<file path="config.mk">
export PLATFORM = sky130hd
export DESIGN_NAME = rptr_empty_flat
export DESIGN_NICKNAME = d
export VERILOG_FILES = /design/src/rtl/fifo_pkg.sv /design/src/rtl/rptr_empty_if.sv /design/src/rtl/rptr_empty.sv /design/src/flat_wrapper.sv
export SDC_FILE = /design/constraint.sdc
export NUM_CORES = 1
export LEC_CHECK = 0
export CAP_MARGIN = 25
export CORE_MARGIN = 4
export CORE_UTILIZATION = 49
export CTS_CLUSTER_DIAMETER = 50
export CTS_CLUSTER_SIZE = 12
export DETAILED_ROUTE_END_ITERATION = 16
export PLACE_DENSITY = 0.84
export SYNTH_ARGS = -nofsm -noshare
export SYNTH_HDL_FRONTEND = slang
export SYNTH_SLANG_ARGS = --single-unit
</file>
<file path="constraint.sdc">
create_clock -name rclk -period 3.45 [get_ports rclk]
set_clock_uncertainty 0.15 [all_clocks]
set_input_delay 0.345 -clock rclk [delete_from_list [all_inputs] [get_ports rclk]]
set_output_delay 0.345 -clock rclk [all_outputs]
set_load 0.1 [all_outputs]
</file>
<file path="src/rtl/fifo_pkg.sv">
// Shared pointer helpers for the asynchronous FIFO (read-side empty logic and
// write-side full logic).
//   ptr_width(aw) : pointer width for a FIFO with 2**aw entries (aw+1 bits)
//   depth_of(aw)  : number of entries for address width aw
//   bin2gray(b)   : binary -> reflected Gray
//   gray2bin(g)   : reflected Gray -> binary
// The conversions work on a MAX_PTR_W-bit container. Callers zero-extend a
// narrower pointer into it and truncate the result back. Zero upper bits
// leave both conversions exact, so one function pair serves every pointer
// width.
package fifo_pkg;

    localparam int MAX_PTR_W = 32;

    function automatic int ptr_width(input int addr_width);
        return addr_width + 1;
    endfunction

    function automatic int depth_of(input int addr_width);
        return 1 << addr_width;
    endfunction

    function automatic logic [MAX_PTR_W-1:0] bin2gray(input logic [MAX_PTR_W-1:0] b);
        return b ^ (b >> 1);
    endfunction

    // Bit k of the binary value is the XOR of all Gray bits at and above k.
    function automatic logic [MAX_PTR_W-1:0] gray2bin(input logic [MAX_PTR_W-1:0] g);
        logic [MAX_PTR_W-1:0] b;
        b = g;
        for (int i = 1; i < MAX_PTR_W; i++) begin
            b = b ^ (g >> i);
        end
        return b;
    endfunction

endpackage

</file>
<file path="src/rtl/rptr_empty_if.sv">
// Read-side bus of the asynchronous FIFO pointer logic.
//   rinc           : read request from the consumer
//   wptr_gray_sync : write Gray pointer, already synchronised to rclk
//   rempty         : FIFO empty (registered)
//   ralmost_empty  : occupancy <= threshold (registered)
//   raddr          : RAM read address
//   rptr_gray      : Gray read pointer sent to the write domain
//   rlevel         : occupancy seen from the read domain
//   runderflow     : one-cycle pulse after a rinc issued while empty
// Handshake: rinc acts as valid and ~rempty acts as ready. A read transfers
// on a rising rclk edge where rinc = 1 and rempty = 0. A rinc while rempty = 1
// is dropped and reported on runderflow.
interface rptr_empty_if #(
    parameter int ADDR_WIDTH = 4
);
    logic                  rinc;
    logic [ADDR_WIDTH:0]   wptr_gray_sync;
    logic                  rempty;
    logic                  ralmost_empty;
    logic [ADDR_WIDTH-1:0] raddr;
    logic [ADDR_WIDTH:0]   rptr_gray;
    logic [ADDR_WIDTH:0]   rlevel;
    logic                  runderflow;

    modport master (
        output rinc, wptr_gray_sync,
        input  rempty, ralmost_empty, raddr, rptr_gray, rlevel, runderflow
    );

    modport slave (
        input  rinc, wptr_gray_sync,
        output rempty, ralmost_empty, raddr, rptr_gray, rlevel, runderflow
    );
endinterface

</file>
<file path="src/rtl/rptr_empty.sv">
// Read-domain pointer and empty-flag logic of the asynchronous FIFO.
//   rclk   : read clock
//   rrst_n : asynchronous active-low reset
//   bus    : rptr_empty_if slave modport (request, synced write pointer, flags,
//            read address, Gray read pointer, level, underflow pulse)
// Every output is a flop, or a slice of one, so no input reaches an output
// combinationally. Flags and level are computed from next-state pointers.
// A read and a write-pointer change in the same cycle are therefore both
// seen at that edge.
module rptr_empty
    import fifo_pkg::*;
#(
    parameter int ADDR_WIDTH = 4,
    parameter int AE_THRESH  = 1
) (
    input logic         rclk,
    input logic         rrst_n,
    rptr_empty_if.slave bus
);

    localparam int PTR_W = ptr_width(ADDR_WIDTH);

    logic [PTR_W-1:0] rbin;
    logic [PTR_W-1:0] rgray_q;
    logic [PTR_W-1:0] rlevel_q;
    logic             rempty_q;
    logic             ralmost_empty_q;
    logic             runderflow_q;

    logic             rd_en;
    logic [PTR_W-1:0] rbin_next;
    logic [PTR_W-1:0] rgray_next;
    logic [PTR_W-1:0] wbin_sync;
    logic [PTR_W-1:0] level_next;

    always_comb begin
        rd_en      = bus.rinc & ~rempty_q;
        rbin_next  = rbin + PTR_W'(rd_en);
        rgray_next = PTR_W'(bin2gray(MAX_PTR_W'(rbin_next)));
        wbin_sync  = PTR_W'(gray2bin(MAX_PTR_W'(bus.wptr_gray_sync)));
        // Modulo subtraction keeps the level right across the pointer wrap.
        level_next = wbin_sync - rbin_next;
    end

    always_ff @(posedge rclk or negedge rrst_n) begin
        if (!rrst_n) begin
            rbin            <= '0;
            rgray_q         <= '0;
            rlevel_q        <= '0;
            rempty_q        <= 1'b1;
            ralmost_empty_q <= 1'b1;
            runderflow_q    <= 1'b0;
        end else begin
            rbin            <= rbin_next;
            rgray_q         <= rgray_next;
            rlevel_q        <= level_next;
            // Equal Gray pointers (all bits, including the wrap bit) mean empty.
            rempty_q        <= (rgray_next == bus.wptr_gray_sync);
            ralmost_empty_q <= (level_next <= PTR_W'(AE_THRESH));
            runderflow_q    <= bus.rinc & rempty_q;
        end
    end

    assign bus.raddr         = rbin[ADDR_WIDTH-1:0];
    assign bus.rptr_gray     = rgray_q;
    assign bus.rlevel        = rlevel_q;
    assign bus.rempty        = rempty_q;
    assign bus.ralmost_empty = ralmost_empty_q;
    assign bus.runderflow    = runderflow_q;

endmodule

</file>
<file path="src/flat_wrapper.sv">
// flat-port wrapper written by rule: the top's interface ports become plain ports
module rptr_empty_flat import fifo_pkg::*;
#(
    parameter int ADDR_WIDTH = 4,
    parameter int AE_THRESH  = 1
)
  (rclk, rrst_n, bus_rinc, bus_wptr_gray_sync, bus_rempty, bus_ralmost_empty, bus_raddr, bus_rptr_gray, bus_rlevel, bus_runderflow);
  rptr_empty_if #(.ADDR_WIDTH(ADDR_WIDTH)) bus_i ();
  input logic rclk;
  input logic rrst_n;
  input wire logic [$bits(bus_i.rinc)-1:0] bus_rinc;
  input wire logic [$bits(bus_i.wptr_gray_sync)-1:0] bus_wptr_gray_sync;
  output wire logic [$bits(bus_i.rempty)-1:0] bus_rempty;
  output wire logic [$bits(bus_i.ralmost_empty)-1:0] bus_ralmost_empty;
  output wire logic [$bits(bus_i.raddr)-1:0] bus_raddr;
  output wire logic [$bits(bus_i.rptr_gray)-1:0] bus_rptr_gray;
  output wire logic [$bits(bus_i.rlevel)-1:0] bus_rlevel;
  output wire logic [$bits(bus_i.runderflow)-1:0] bus_runderflow;
  assign bus_i.rinc = bus_rinc;
  assign bus_i.wptr_gray_sync = bus_wptr_gray_sync;
  assign bus_rempty = bus_i.rempty;
  assign bus_ralmost_empty = bus_i.ralmost_empty;
  assign bus_raddr = bus_i.raddr;
  assign bus_rptr_gray = bus_i.rptr_gray;
  assign bus_rlevel = bus_i.rlevel;
  assign bus_runderflow = bus_i.runderflow;
  rptr_empty #(.ADDR_WIDTH(ADDR_WIDTH), .AE_THRESH(AE_THRESH)) u_core (.rclk(rclk), .rrst_n(rrst_n), .bus(bus_i));
endmodule
</file>
**After elaboration in Yosys (flattened, before gate mapping)**

Cells that the tools add are included.

- Input bits: 8
- Bits in registers: 18
- Word-level logic and storage cells: 18

- $lt $le $gt $ge: 1
- Add/sub/neg operators: 2
- Equal/unequal tests: 1
- Bitwise gates (word level): 8

Operators with widths:

| cell | count |
|---|---|
| $xor 5x4->5 | 2 |
| $add 5x1->5 | 1 |
| $eq 5x5->1 | 1 |
| $le 5x1->1 const B | 1 |
| $sub 5x5->5 | 1 |
| $xor 5x1->5 | 1 |
| $xor 5x2->5 | 1 |
| $xor 5x3->5 | 1 |
| $and 1x1->1 | 2 |
| $not 1->1 | 1 |

**Longest topological paths before layout**

- Depth in word-level cells: 6
- Gate-level depth with buffers: 9

**Least setup slack after synthesis**

OpenSTA, ideal clock, no wires.

- Path kind: register -> register
- Start point: register u_core.rbin[0]
- End point: register u_core.ralmost_empty_q (netlist: u_core.bus.ralmost_empty)
- Required time: 3.216 ns
- Path slack: 0.658 ns
- Arrival: 2.557 ns
- Cell stages (with the launch flop): 9
- Library setup time: 0.084 ns
- Period minus slack after synthesis: 2.792 ns
- Cells stage by stage: dfrtp_1 -> ha_1 -> nand3_1 -> xor2_1 -> ha_1 -> nor2b_1 -> a221oi_2 -> xor2_1 -> nor4_2

- Longest elaborated chain between the ends: 3

RTL lines:

| item | RTL line | source |
|---|---|---|
| start: declaration | rptr_empty.sv:23 | `logic [PTR_W-1:0] rbin;` |
| start signal: assignment | rptr_empty.sv:54 | `rbin <= rbin_next;` |
| $add 5x1->5 | rptr_empty.sv:38 | `rbin_next = rbin + PTR_W'(rd_en);` |
| $sub 5x5->5 | rptr_empty.sv:42 | `level_next = wbin_sync - rbin_next;` |
| net u_core.level_next[4] | rptr_empty.sv:34 | `logic [PTR_W-1:0] level_next;` |
| $le 5x1->1 | rptr_empty.sv:59 | `ralmost_empty_q <= (level_next <= PTR_W'(AE_THRESH));` |
| end signal: assignment | rptr_empty.sv:59 |  |
| end: declaration | rptr_empty.sv:27 | `logic ralmost_empty_q;` |

The timed path passes the listed nets, and every way through them passes these cells.

**Worst setup path after layout**

- Start point: input port bus_wptr_gray_sync[2]
- End point: register u_core.ralmost_empty_q (netlist: u_core.bus.ralmost_empty)

- Longest elaborated chain between the ends: 6

RTL lines:

| item | RTL line | source |
|---|---|---|
| start: declaration | flat_wrapper.sv:12 | `input wire logic [$bits(bus_i.wptr_gray_sync)-1:0] bus_wptr_gray_sync;` |
| $xor 5x4->5 | fifo_pkg.sv:32 | `b = b ^ (g >> i);` |
| $xor 5x3->5 * | fifo_pkg.sv:32 |  |
| $xor 5x2->5 * | fifo_pkg.sv:32 |  |
| $xor 5x1->5 * | fifo_pkg.sv:32 |  |
| $sub 5x5->5 * | rptr_empty.sv:42 |  |
| net u_core.level_next[4] | rptr_empty.sv:34 |  |
| $le 5x1->1 * | rptr_empty.sv:59 |  |

The timed path passes the listed nets; every way through them passes the cells marked *.

==> qor.csv <==
stage;metric;value;unit
sta;worst slack on hold paths;0.338;ns
final_layout;# diodes;0;
detailed_routing;Remaining DRCs;0;
cts;Post-CTS Hold Fix Bufs;0;
critical_path;CP Max Fanout;3;
synthesis;Compound-Gate Fraction of Synth Area;3.69;%
critical_path;Crit Path Category;in -> reg;
sta;f_max;337;MHz
synthesis;syn_area_per_cell;12.8;sq um
critical_path;CP Data Arrival Time;3.01;ns
floorplanning;Site Rows;15;
synthesis;syn_nets;84;
detailed_routing;vias;569;
floorplanning;Die ar.;2540;sq um
place;PortBufs;24;
floorplanning;I/O Pins;25;
final_layout;final core utilization;69.0;%
sta;Min Clock Period, post-route;2.97;ns
synthesis;XOR/XNOR share of the synthesized area;25.6;%
floorplanning;Die Ht;50.4;um
hold_path;Hold WC Path Type;in -> async;
final_layout;commonest non-fill, non-tap cells in the layout;clkdlybuf4s50_1, dfrtp_1, xor2_1, inv_1, xnor2_1;
cts;Inserted Clock Buffers;3;
cts;Sinks on Clock Net;17;
place;Final HPWL DP;1210;um
floorplanning;Die W;50.4;um
cts;setup bufs post-CTS;0;
detailed_routing;DRT antenna net count;0;
floorplanning;CORE AREA;1710;sq um
place;RePlAce Congestion;0.827;
cts;Clock Latency Late Sink;0.28;ns
cts;H-Tree Depth;1;
global_route;global-route wire length before repair;2480;um
cts;Clock transition at path regs;0.09;ns
synthesis;Synth Area in Adders;10.8;%
sta;setup violators final;0;
cts;root buffer cell;clkbuf_4;
synthesis;main combinational cell family by area after synthesis;XOR/XNOR gates;
critical_path;crit-path cells;clkdlybuf4s50_1 -> xnor3_2 -> xor2_1 -> xor2_1 -> ha_1 -> fa_1 -> nor2b_1 -> a221oi_2 -> xor2_1 -> nor4_2;
synthesis;Syn Inst Count;69;
synthesis;Post-Synth Simple-Gate Area;7.53;%
critical_path;Critical Path RT;3.49;ns
global_route;vias in the first global route;597;
detailed_routing;WL per Instance;11.9;um
critical_path;cell at the slowest stage of the critical path;clkdlybuf4s50_1;
critical_path;slowest stage delay, CP;0.50;ns
final_layout;Layout area overhead;33.8;%
outcome;status;finished, final reports clean;
critical_path;crit start category;input pin;
synthesis;Synthesis Warnings;0;
final_layout;Layout Nets;113;
final_layout;commonest non-fill, non-tap cell in the layout;clkdlybuf4s50_1;
sta;setup TNS;0;ns
sta;Tcrit/Tclk final;86.1;%
job;# Max-Cap Violations;0;
cts;CTS tree;yes;
sta;Max Slew Vio Count;0;
synthesis;Netlist cell types;20;
global_route;grt ovf;0;
detailed_routing;DRT Pass-1 Iters;3;
critical_path;CP Capture Type;flip-flop;
global_route;GRT Total Usage;13.0;%
detailed_routing;Starting DRT DRC Count;4;
global_route;maximum number of pins on one net before global-route repair;18;
critical_path;CP most frequent cell;xor2_1;
synthesis;flops & latches, synth;17;
sta;RSZ-0062 raised after global routing;no;
sta;Slew HR;34.2;%
cts;CTS-repair resized insts;0;
final_layout;fraction of layout cells with a size suffix above 1;10.3;%
detailed_routing;Via density;4.66;
detailed_routing;final WL;1450;um
synthesis;post-synthesis mux area share;0;%
sta;worst slew pin tran;0.984;ns
synthesis;Mapped Area;881;sq um
floorplanning;initial core utilization;51.6;%
synthesis;Seq/Total Area, Yosys;48.6;%
global_route;initial antenna violation count;0;
cts;deepest clock path buffer count;2;
sta;final hold vios;0;
[cell usage after synthesis]
cell type | n | area share, %
or3_1 | 1 | 0.71
xnor3_2 | 1 | 2.7
ha_1 | 6 | 8.5
a21oi_1 | 2 | 1.1
nand2_1 | 2 | 0.85
nor4_2 | 1 | 1.4
a21o_1 | 1 | 0.85
dfstp_2 | 2 | 6.0
a221oi_2 | 1 | 1.7
xnor2_1 | 8 | 8.0
nand3_1 | 3 | 1.7
xnor2_2 | 1 | 1.8
dfrtp_1 | 15 | 43
and2_1 | 1 | 0.71
inv_1 | 9 | 3.8
xnor2_4 | 1 | 3.1
xor2_1 | 10 | 9.9
and3_1 | 1 | 0.71
fa_1 | 1 | 2.3
nor2b_1 | 2 | 1.4
[flip-flops by register name, summed over array words and instances (netlist names)]
signal and flops:
u_core.bus.ralmost_empty 1, u_core.bus.rempty 1, u_core.bus.rlevel 5, u_core.bus.rptr_gray 4, u_core.bus.runderflow 1, u_core.rbin 5
[area by class of cell]
type                       instances  area [sq um]
sequential                        17           428
inverter                           9          33.8
timing repair buffer              24           240
tap                               25          31.3
multi-input combinational         43           419
clock buffer                       4          26.3
fill                             117           529
[final timing paths]
kind / startpoint / end / slack (ns) / cells past startpoint
setup / recovery: bus_wptr_gray_sync[2] / u_core.bus.ralmost_empty / 0.48 / 10
hold / removal: rrst_n / u_core.bus.runderflow / 0.34 / 1
setup reg to reg: u_core.bus.rempty / u_core.bus.ralmost_empty / 0.92 / 9
hold reg to reg: u_core.bus.rempty / u_core.bus.runderflow / 0.40 / 1
max in group asynchronous: rrst_n / u_core.bus.rlevel[3] / 2.36 / 1
min in group rclk: u_core.bus.rempty / u_core.bus.runderflow / 0.40 / 1
[cell families (layout without fill, tap and decap cells)]
| group | count (synthesis) | count (layout) |
|---|---|---|
| adder cells (fa/ha/maj) | 7 | 7 |
| buffers and inverters | 9 | 37 |
| XOR/XNOR | 21 | 21 |
| flip-flops | 17 | 17 |
| AND/OR/NAND/NOR | 11 | 11 |
| AO/OA/AOI/OAI | 4 | 4 |
[stage by stage]
stage | cell area (sq um) | worst slack [ns] | instances
after floorplan | 881 | 0.658 | 69
after global placement | 1150 | 0.291 | 118
after CTS | 1180 | 0.461 | 122
after detailed placement | 1150 | 0.177 | 118
after global routing | 1180 | 0.357 | 122
final | 1180 | 0.478 | 122
[layer usage]
| layer | vias up | routed length, um | track usage (%) |
|---|---|---|---|
| met5 | - | 0 | 0 |
| met4 | 0 | 29 | 6.73 |
| met3 | 2 | 76 | 2.67 |
| met2 | 17 | 734 | 23.3 |
| met1 | 274 | 605 | 14.2 |
| li1 | 276 | - | - |
[worst max-delay path, delay by kind of cell]
| kind | cells | cell delay (ns) |
|---|---|---|
| simple gates | 2 | 0.31 |
| xor+xnor | 4 | 1.13 |
| compound gates | 1 | 0.08 |
| fa+ha+maj | 2 | 0.66 |
| buf+inv | 1 | 0.50 |
Power is left out: the tool's default activity adds up to more than one toggle a clock period on the data nets, which glitch-free logic cannot reach.
